`src/rtl/uart_pkg.sv`:
```
// Shared UART definitions: FSM state encoding and bit-timing helpers.
package uart_pkg;

  typedef enum logic [1:0] {
    S_IDLE  = 2'd0,
    S_START = 2'd1,
    S_DATA  = 2'd2,
    S_STOP  = 2'd3
  } uart_state_t;

  // Clocks per bit, truncated.
  function automatic int unsigned uart_div(input int unsigned clk_freq,
                                           input int unsigned baud);
    return clk_freq / baud;
  endfunction

  // Clocks from start-bit edge to mid-bit.
  function automatic int unsigned uart_half(input int unsigned clk_freq,
                                            input int unsigned baud);
    return uart_div(clk_freq, baud) / 2;
  endfunction

endpackage

```
`src/rtl/uart_rx_byte_if.sv`:
```
// Read-side handshake between the UART receiver and its consumer.
interface uart_rx_byte_if;
  logic [7:0] rdata;
  logic       rdvalid;
  logic       rdack;
  logic       frame_err;
  logic       overrun;
  logic       busy;

  modport master (output rdata, rdvalid, frame_err, overrun, busy, input rdack);
  modport slave  (input rdata, rdvalid, frame_err, overrun, busy, output rdack);
endinterface

```
`src/rtl/uart_sync2.sv`:
```
// Two-flop synchronizer for an asynchronous single-bit input.
module uart_sync2 #(
  parameter logic RST_VAL = 1'b1
) (
  input  logic clk,
  input  logic rst_n,
  input  logic d,
  output logic q
);
  logic meta;

  // Two back-to-back flops; both come out of reset at RST_VAL.
  always_ff @(posedge clk or negedge rst_n) begin
    if (!rst_n) begin
      meta <= RST_VAL;
      q    <= RST_VAL;
    end else begin
      meta <= d;
      q    <= meta;
    end
  end
endmodule

```
`src/rtl/uart_rx_byte.sv`:
```
// 8N1 UART receiver with a one-entry output register and valid/ack read side.
module uart_rx_byte
  import uart_pkg::*;
#(
  parameter int unsigned CLK_FREQ = 50000000,
  parameter int unsigned BAUD     = 115200
) (
  input  logic           clk,
  input  logic           reset_n,
  input  logic           RX,
  uart_rx_byte_if.master rd
);
  localparam int unsigned DIV       = uart_div(CLK_FREQ, BAUD);
  localparam int unsigned HALF      = uart_half(CLK_FREQ, BAUD);
  localparam logic [15:0] DIV_LAST  = 16'(DIV - 1);
  localparam logic [15:0] HALF_LAST = 16'(HALF - 1);

  logic        rst_n_s;
  logic        rx_s;
  uart_state_t state, state_nxt;
  logic [15:0] cnt, cnt_nxt;
  logic [2:0]  bit_idx, bit_nxt;
  logic [7:0]  sr, sr_nxt;
  logic        byte_done, stop_bad;
  logic [7:0]  rdata_q;
  logic        rdvalid_q, frame_err_q, overrun_q;

  // Reset asserts asynchronously but releases on a clock edge.
  uart_sync2 #(.RST_VAL(1'b0)) u_rst_sync (
    .clk   (clk),
    .rst_n (reset_n),
    .d     (1'b1),
    .q     (rst_n_s)
  );

  // Line idles high, so the synchronizer powers up at 1 to avoid a false start.
  uart_sync2 #(.RST_VAL(1'b1)) u_rx_sync (
    .clk   (clk),
    .rst_n (rst_n_s),
    .d     (RX),
    .q     (rx_s)
  );

  // Frame FSM state, bit timer, bit index and shift register.
  always_ff @(posedge clk or negedge rst_n_s) begin
    if (!rst_n_s) begin
      state   <= S_IDLE;
      cnt     <= '0;
      bit_idx <= '0;
      sr      <= '0;
    end else begin
      state   <= state_nxt;
      cnt     <= cnt_nxt;
      bit_idx <= bit_nxt;
      sr      <= sr_nxt;
    end
  end

  // Next-state: align to mid-start, then sample every DIV clocks.
  always_comb begin
    state_nxt = state;
    cnt_nxt   = cnt;
    bit_nxt   = bit_idx;
    sr_nxt    = sr;
    byte_done = 1'b0;
    stop_bad  = 1'b0;
    case (state)
      S_IDLE: begin
        if (!rx_s) begin
          state_nxt = S_START;
          cnt_nxt   = '0;
        end
      end
      S_START: begin
        if (cnt == HALF_LAST) begin
          if (!rx_s) begin
            state_nxt = S_DATA;
            cnt_nxt   = '0;
            bit_nxt   = '0;
          end else begin
            // Start bit gone by mid-bit: a glitch, not a frame.
            state_nxt = S_IDLE;
          end
        end else begin
          cnt_nxt = cnt + 16'd1;
        end
      end
      S_DATA: begin
        if (cnt == DIV_LAST) begin
          sr_nxt  = {rx_s, sr[7:1]};
          cnt_nxt = '0;
          bit_nxt = bit_idx + 3'd1;
          if (bit_idx == 3'd7) state_nxt = S_STOP;
        end else begin
          cnt_nxt = cnt + 16'd1;
        end
      end
      S_STOP: begin
        if (cnt == DIV_LAST) begin
          // Leave at mid-stop so a following start edge is not missed.
          state_nxt = S_IDLE;
          if (rx_s) byte_done = 1'b1;
          else      stop_bad  = 1'b1;
        end else begin
          cnt_nxt = cnt + 16'd1;
        end
      end
      default: state_nxt = S_IDLE;
    endcase
  end

  // Output register: load, overrun and acknowledge handling.
  always_ff @(posedge clk or negedge rst_n_s) begin
    if (!rst_n_s) begin
      rdata_q     <= '0;
      rdvalid_q   <= 1'b0;
      frame_err_q <= 1'b0;
      overrun_q   <= 1'b0;
    end else begin
      frame_err_q <= stop_bad;
      if (byte_done) begin
        if (!rdvalid_q || rd.rdack) begin
          // Ack in the completion cycle frees the slot for the new byte.
          rdata_q   <= sr;
          rdvalid_q <= 1'b1;
          overrun_q <= 1'b0;
        end else begin
          overrun_q <= 1'b1;
        end
      end else if (rd.rdack && rdvalid_q) begin
        rdvalid_q <= 1'b0;
        overrun_q <= 1'b0;
      end
    end
  end

  assign rd.rdata     = rdata_q;
  assign rd.rdvalid   = rdvalid_q;
  assign rd.frame_err = frame_err_q;
  assign rd.overrun   = overrun_q;
  assign rd.busy      = (state != S_IDLE);

endmodule

```
`src/flat_wrapper.sv`:
```
// flat-port wrapper written by rule: the top's interface ports become plain ports
module uart_rx_byte_flat import uart_pkg::*;
#(
  parameter int unsigned CLK_FREQ = 50000000,
  parameter int unsigned BAUD     = 115200
)
  (clk, reset_n, RX, rd_rdata, rd_rdvalid, rd_frame_err, rd_overrun, rd_busy, rd_rdack);
  uart_rx_byte_if rd_i ();
  input  logic clk;
  input  logic reset_n;
  input  logic RX;
  output wire logic [$bits(rd_i.rdata)-1:0] rd_rdata;
  output wire logic [$bits(rd_i.rdvalid)-1:0] rd_rdvalid;
  output wire logic [$bits(rd_i.frame_err)-1:0] rd_frame_err;
  output wire logic [$bits(rd_i.overrun)-1:0] rd_overrun;
  output wire logic [$bits(rd_i.busy)-1:0] rd_busy;
  input wire logic [$bits(rd_i.rdack)-1:0] rd_rdack;
  assign rd_rdata = rd_i.rdata;
  assign rd_rdvalid = rd_i.rdvalid;
  assign rd_frame_err = rd_i.frame_err;
  assign rd_overrun = rd_i.overrun;
  assign rd_busy = rd_i.busy;
  assign rd_i.rdack = rd_rdack;
  uart_rx_byte #(.CLK_FREQ(CLK_FREQ), .BAUD(BAUD)) u_core (.clk(clk), .reset_n(reset_n), .RX(RX), .rd(rd_i));
endmodule
```
`config.mk`:
```
export PLATFORM = sky130hd
export DESIGN_NAME = uart_rx_byte_flat
export DESIGN_NICKNAME = d
export VERILOG_FILES = /design/src/rtl/uart_pkg.sv /design/src/rtl/uart_rx_byte_if.sv /design/src/rtl/uart_sync2.sv /design/src/rtl/uart_rx_byte.sv /design/src/flat_wrapper.sv
export SDC_FILE = /design/constraint.sdc
export NUM_CORES = 1
export LEC_CHECK = 0
export CAP_MARGIN = 30
export CORE_UTILIZATION = 54
export CTS_BUF_LIST = sky130_fd_sc_hd__clkbuf_2 sky130_fd_sc_hd__clkbuf_4 sky130_fd_sc_hd__clkbuf_8
export CTS_CLUSTER_DIAMETER = 50
export CTS_CLUSTER_SIZE = 14
export DETAILED_ROUTE_END_ITERATION = 6
export PLACE_DENSITY = 0.87
export SYNTH_ARGS = -nofsm -noshare
export SYNTH_HDL_FRONTEND = slang
export SYNTH_SLANG_ARGS = --single-unit
```
`constraint.sdc`:
```
create_clock -name clk -period 1.39 [get_ports clk]
set_input_delay 0.417 -clock clk [delete_from_list [all_inputs] [get_ports clk]]
set_output_delay 0.417 -clock clk [all_outputs]
set_load 0.01 [all_outputs]
```
### Word level (Yosys, flattened, before mapping)

Index checks and enable logic that the tools add are counted.

* add/sub/neg operators: 2
* equality and inequality tests: 14
* muxes and demuxes: 27
* reductions and logical operators: 12

Operator list (count)
* 16-bit 2-to-1 mux: 4
* 16-bit case mux with 4 select lines: 1
* 16-bit by 1-bit adder with 16-bit output (second input constant): 1
* 16-bit by 8-bit == test with 1-bit output (second input constant): 1
* 16-bit by 9-bit == test with 1-bit output (second input constant): 1
* 2-bit 2-to-1 mux: 6
* 1-bit 2-to-1 mux: 11
* 3-bit 2-to-1 mux: 3
* 2-bit by 1-bit != test with 1-bit output (second input constant): 4
* 2-bit != test (second input constant): 4
* 2-bit case mux with 4 select lines: 1
* 3-bit case mux with 2 select lines: 1
* 2-bit AND reduction: 3
* 2-bit nonzero test: 3
* 5-bit AND reduction: 1
* 2-bit == test (second input constant): 2
* 4-bit AND reduction: 1
* 3-bit by 1-bit adder with 3-bit output (second input constant): 1
* 3-bit == test (second input constant): 1
* 2-bit by 1-bit == test with 1-bit output (second input constant): 1
* 2-bit logical NOT: 1
* 1-bit logical AND: 1
* 1-bit logical NOT: 1
* 1-bit logical OR: 1

* flip-flop bits (word level): 44
* output and inout bits: 12

### Depth between registers and ports, before layout

* depth in word-level cells: 5
* mapped depth: 8
* gate-level depth less buffers: 7

### Hierarchy

A second synthesis with hierarchy kept.

* cell total of the unflattened synthesis: 197
* area, all modules: 2199.6 sq um

Modules (own cells, without submodules)
* uart_rx_byte: times used 1, cells an instance 193, area each 2097.0 sq um
* uart_sync2 (u_core.u_rx_sync): times used 1, cells an instance 2, area each 52.6 sq um
* uart_sync2 (u_core.u_rst_sync): times used 1, cells an instance 2, area each 50.0 sq um

### Worst setup path before layout

OpenSTA, ideal clock, no wires.

* path type: register to register
* from: reg u_core.cnt[12]
* to: reg u_core.rdata_q[0] (netlist: u_core.rd.rdata[0])
* arrival: 2.441 ns
* required time: 1.265 ns
* path slack: -1.176 ns
* cell stages (with the launch flop): 8
* path buffers: 2
* path through: dfrtp_1 > or4_1 > buf_2 > or4_4 > buf_6 > nor3_4 > nand3_4 > mux2_4

* word-level cells in the longest chain between the ends: 4

Ends and longest elaborated chain
* start: declaration: line uart_rx_byte.sv:21 `logic [15:0] cnt, cnt_nxt;`
* start signal: assignment: line uart_rx_byte.sv:53 `cnt <= cnt_nxt;`
* 16-bit by 9-bit == test with 1-bit output: line uart_rx_byte.sv:99 `if (cnt == DIV_LAST) begin`
* 1-bit 2-to-1 mux: line uart_rx_byte.sv:99
* 1-bit 2-to-1 mux: line uart_rx_byte.sv:67 `case (state)`
* 2-bit AND reduction (no source line)
* end signal: assignment: line uart_rx_byte.sv:124 `rdata_q <= sr;`
* end: declaration: line uart_rx_byte.sv:25 `logic [7:0] rdata_q;`

No other way between the ends.
A chain may end at the register's enable or synchronous reset.

### Final worst setup path

* from: reg u_core.cnt[13]
* to: reg u_core.overrun_q (netlist: u_core.rd.overrun)

* word-level cells in the longest chain between the ends: 4
* elaborated cells between the ends (all ways): 5
* those cells by class: eq/ne (1); mux (3); reduce/logical (1)

Ends and longest elaborated chain
* 16-bit by 9-bit == test with 1-bit output (*): line uart_rx_byte.sv:99
* 1-bit 2-to-1 mux (*): line uart_rx_byte.sv:99
* 1-bit 2-to-1 mux (*): line uart_rx_byte.sv:67
* 1-bit 2-to-1 mux / 2-bit nonzero test (equally long branches)
* end signal: assignment: line uart_rx_byte.sv:118 `overrun_q <= 1'b0;`
* end signal: assignment: line uart_rx_byte.sv:126 `overrun_q <= 1'b0;`
* end signal: assignment: line uart_rx_byte.sv:128 `overrun_q <= 1'b1;`
* end: declaration: line uart_rx_byte.sv:26 `logic rdvalid_q, frame_err_q, overrun_q;`

Every way passes the cells marked *; elsewhere a longest branch is shown, timed or not.

==> impl_metrics.csv <==
group,metric,value,unit
synthesis,postSynthCellCount,190,
critical_path,crit_required,1.60,ns
drt,via_per_inst,7.13,
placement,port_buffers,15,
synthesis,yosys.area_share.xor_xnor,0.0161,
drt,drt_iter0_markers,334,
global_route,grt_pass1_vias,2256,
timing,maxSlewViolCount,0,
finish,layout-drive-gt1-share,0.555,
synthesis,ys_seq_elements,44,
worst_hold_path,hold_path.class,"register to asynchronous set/reset pin",
placement,pre_cts_slack,-1.10,ns
cts,cts_tree,"built",
critical_path,path_max_fanout,5,
synthesis,synth_simple_gate_area_frac,0.180,
drt,ant_nets,0,
cts,cts_buffers,5,
timing,clock_skew,0.00785,ns
floorplanning,start_util,0.578,
cts,clockBufferDepth,2,
run,cap_viol_max_count,0,
critical_path,cp.arrival,2.84,ns
pwr,power_leakage,0.00165,uW
finish,antennaDiodeCount,0,
critical_path,cp-end-kind,"register",
timing,fin_crit,2.64,ns
critical_path,max_stage_delay,0.63,ns
critical_path,setup.worst_path.class,"register to register",
synthesis,synth-edff-count,0,
synthesis,synth_top_family_by_area,"simple AND/OR/NAND/NOR gates",
timing,setup_viol,43,
critical_path,path_buf_inv,2,
floorplanning,die-area,0.00429,sq mm
drt,first_pass_iters,6,
critical_path,crit_top_cell,"or4_4",
critical_path,startpoint_type,"register",
cts,clk_pin_slew,0.09,ns
finish,fin_cells,331,
floorplanning,dieHeight,65.5,um
finish,area_growth,54.5,%
global_route,grt_use_total,0.422,
synthesis,yosysSeqAreaShare,0.506,
global_route,antenna_found_initial,0,
pwr,power_per_cell_area,1040,mW/mm^2
synthesis,synth-async-reset-ratio,1.00,
drt,drt-total-wl,9780,um
pwr,max-vdd-ir-drop,1.09,mV
synthesis,synth_compound_area_frac,0.127,
pwr,total_power,3510,uW
placement,dp_hpwl,4230,um
timing,hold_violations,0,
global_route,grt_overflow,0,
cts,clock-sinks,44,
critical_path,crit_family,"simple AND/OR/NAND/NOR gates",
drt,routed-via-count,2360,
global_route,grt_pass1_wl,12500,um
cts,worstSkewPairLatency,0.31,ns
critical_path,critPathSlowestCell,"or4_4",
synthesis,synth_area_per_cell,11.5,sq um
synthesis,ys.flop_type,"dfrtp_1",
synthesis,ys_types,47,
finish,utilization,0.893,
floorplanning,die_x,65.5,um
run_status,violations,"setup timing",
drt,drc_errors,0,
synthesis,syn_area,0.00218,sq mm
synthesis,synthMuxAreaShare,0.111,
cts,cts-root-buf,"clkbuf_8",
drt,wl_per_cell,29.6,um
placement,gp_congestion,0.894,
timing,fmax,0.379,GHz
run_status,status,"finished, violations left",
floorplanning,rows,22,
floorplanning,io_pins,16,
timing,period_share,1.90,
placement,place_inst,301,
synthesis,synthAdderAreaFrac,0.0287,
critical_path,crit_chain,"or4_4, or4_4, nor3_4, buf_4, buf_6, a21oi_1, a211oi_2",
timing,setup-tns-final,-42.87,ns
timing,setup_slack,-1.25,ns
global_route,grt_max_degree,32,
finish,fin_nets,291,
cts,htree_levels,2,
synthesis,yosysWarnings,0,
timing,rsz0062_at_grt,"true",
floorplanning,core-area,0.00377,sq mm
synthesis,syn_nets,199,
## cell usage after synthesis, drive strengths merged (3+ instances only)
library cell  instances  share of area
a22o                  4          0.016
or3                   4          0.011
nor4                  4          0.011
o21ai                 8          0.018
mux2                 18           0.11
nand2                11          0.019
nor2                  6          0.010
a21oi                 8          0.018
a21o                  5          0.017
nand4                 6          0.017
nand3                 8          0.024
clkbuf                5         0.0086
buf                   3         0.0098
nor3                  8          0.029
inv                   5         0.0086
or4                   3          0.012
dfrtp                42           0.48
a211o                 5          0.021
and3                  3         0.0092
ha                    5          0.029
xnor2                 4          0.016
## worst paths after layout
| path | start | endpoint | slack [ns] | depth (start not counted) |
|---|---|---|---|---|
| worst max-delay path | u_core.cnt[13]$_DFFE_PN0P_ | u_core.rd.overrun$_DFFE_PN0P_ | -1.25 | 7 |
| worst min-delay path | u_core.u_rst_sync.q$_DFF_PN0_ | u_core.cnt[2]$_DFFE_PN0P_ | 0.20 | 1 |
| worst max register to register | u_core.cnt[13]$_DFFE_PN0P_ | u_core.rd.overrun$_DFFE_PN0P_ | -1.25 | 7 |
| worst min register to register | u_core.u_rst_sync.q$_DFF_PN0_ | u_core.cnt[2]$_DFFE_PN0P_ | 0.20 | 1 |
| max in group asynchronous | u_core.u_rst_sync.q$_DFF_PN0_ | u_core.u_rx_sync.q$_DFF_PN1_ | 0.76 | 1 |
| min in group clk | u_core.u_rx_sync.meta$_DFF_PN1_ | u_core.u_rx_sync.q$_DFF_PN1_ | 0.38 | 0 |
## logic make-up (layout without fill, tap and decap cells)
logic type | Yosys count | count (layout)
AND/OR/NAND/NOR | 63 | 63
XOR/XNOR | 4 | 4
AO/OA/AOI/OAI | 40 | 40
flip-flops | 44 | 44
buffers and inverters | 14 | 107
other | 1 | 1
multiplexers | 19 | 19
adder cells (fa/ha/maj) | 5 | 5
## routing by layer
metal / wire, um / vias to the layer above / global-route usage / share of wire
li1: - / 890 / - / -
met3: 1170 / 118 / 0.170 / 0.12
met5: 0 / - / 0 / 0
met2: 4310 / 262 / 0.674 / 0.44
met4: 1120 / 0 / 0.334 / 0.11
met1: 3190 / 1090 / 0.436 / 0.33
## cell usage in the layout, fill, tap and decap left out, types with 3 or more instances in the layout
master / synthesis / final
a21oi_2: 0 / 5
clkbuf_2: 0 / 3
nor3_2: 0 / 5
nand2_1: 11 / 10
a21o_1: 5 / 5
nand3_1: 7 / 6
o21ai_0: 8 / 4
a211o_1: 4 / 4
dfrtp_1: 42 / 42
clkbuf_8: 0 / 6
or3_1: 4 / 4
buf_4: 0 / 62
buf_6: 1 / 16
mux2_4: 8 / 18
or4_4: 1 / 3
ha_1: 5 / 3
xnor2_1: 4 / 4
nor2_1: 6 / 3
nand4_1: 6 / 6
clkdlybuf4s15_1: 0 / 7
clkdlybuf4s50_1: 0 / 3
inv_2: 0 / 3
a22o_1: 4 / 4
## what timing repair did
| action | in CTS | in global routing |
|---|---|---|
| hold buffers | 0 | 0 |
| endpoints found under the setup margin | 52 | 48 |
| pin swaps | 25 | 20 |
| buffers inserted | 9 | 15 |
| resized for setup | 74 | 35 |
## state kept, by name, summed over array words and instances, names as in the netlist, named ones only
name                    cells
u_core.bit_idx              3
u_core.cnt                 16
u_core.rd.frame_err         1
u_core.rd.overrun           1
u_core.rd.rdata             8
u_core.rd.rdvalid           1
u_core.sr                   8
u_core.state                1
u_core.u_rst_sync.meta      1
u_core.u_rst_sync.q         1
u_core.u_rx_sync.meta       1
u_core.u_rx_sync.q          1
## stage by stage
step                area, sq um  hold slack, ns
CTS                        3160           0.199
global route               3370           0.232
floorplan                  2200           0.121
finish                     3370           0.204
detailed placement         2790           0.186
global placement           2790           0.183
## cell type report
cell class | count | area [sq um]
Multi-Input combinational cell | 132 | 1310
Clock inverter | 2 | 10.0
Fill cell | 132 | 403
Inverter | 6 | 25.0
Sequential cell | 44 | 1100
Tap cell | 48 | 60.1
Clock buffer | 6 | 82.6
Timing Repair Buffer | 93 | 774
## where the power goes
group / switching (uW) / internal [uW]
logic: 639 / 542
registers: 81.5 / 1360
clock network: 488 / 398
(Power assumes the default switching activity.)
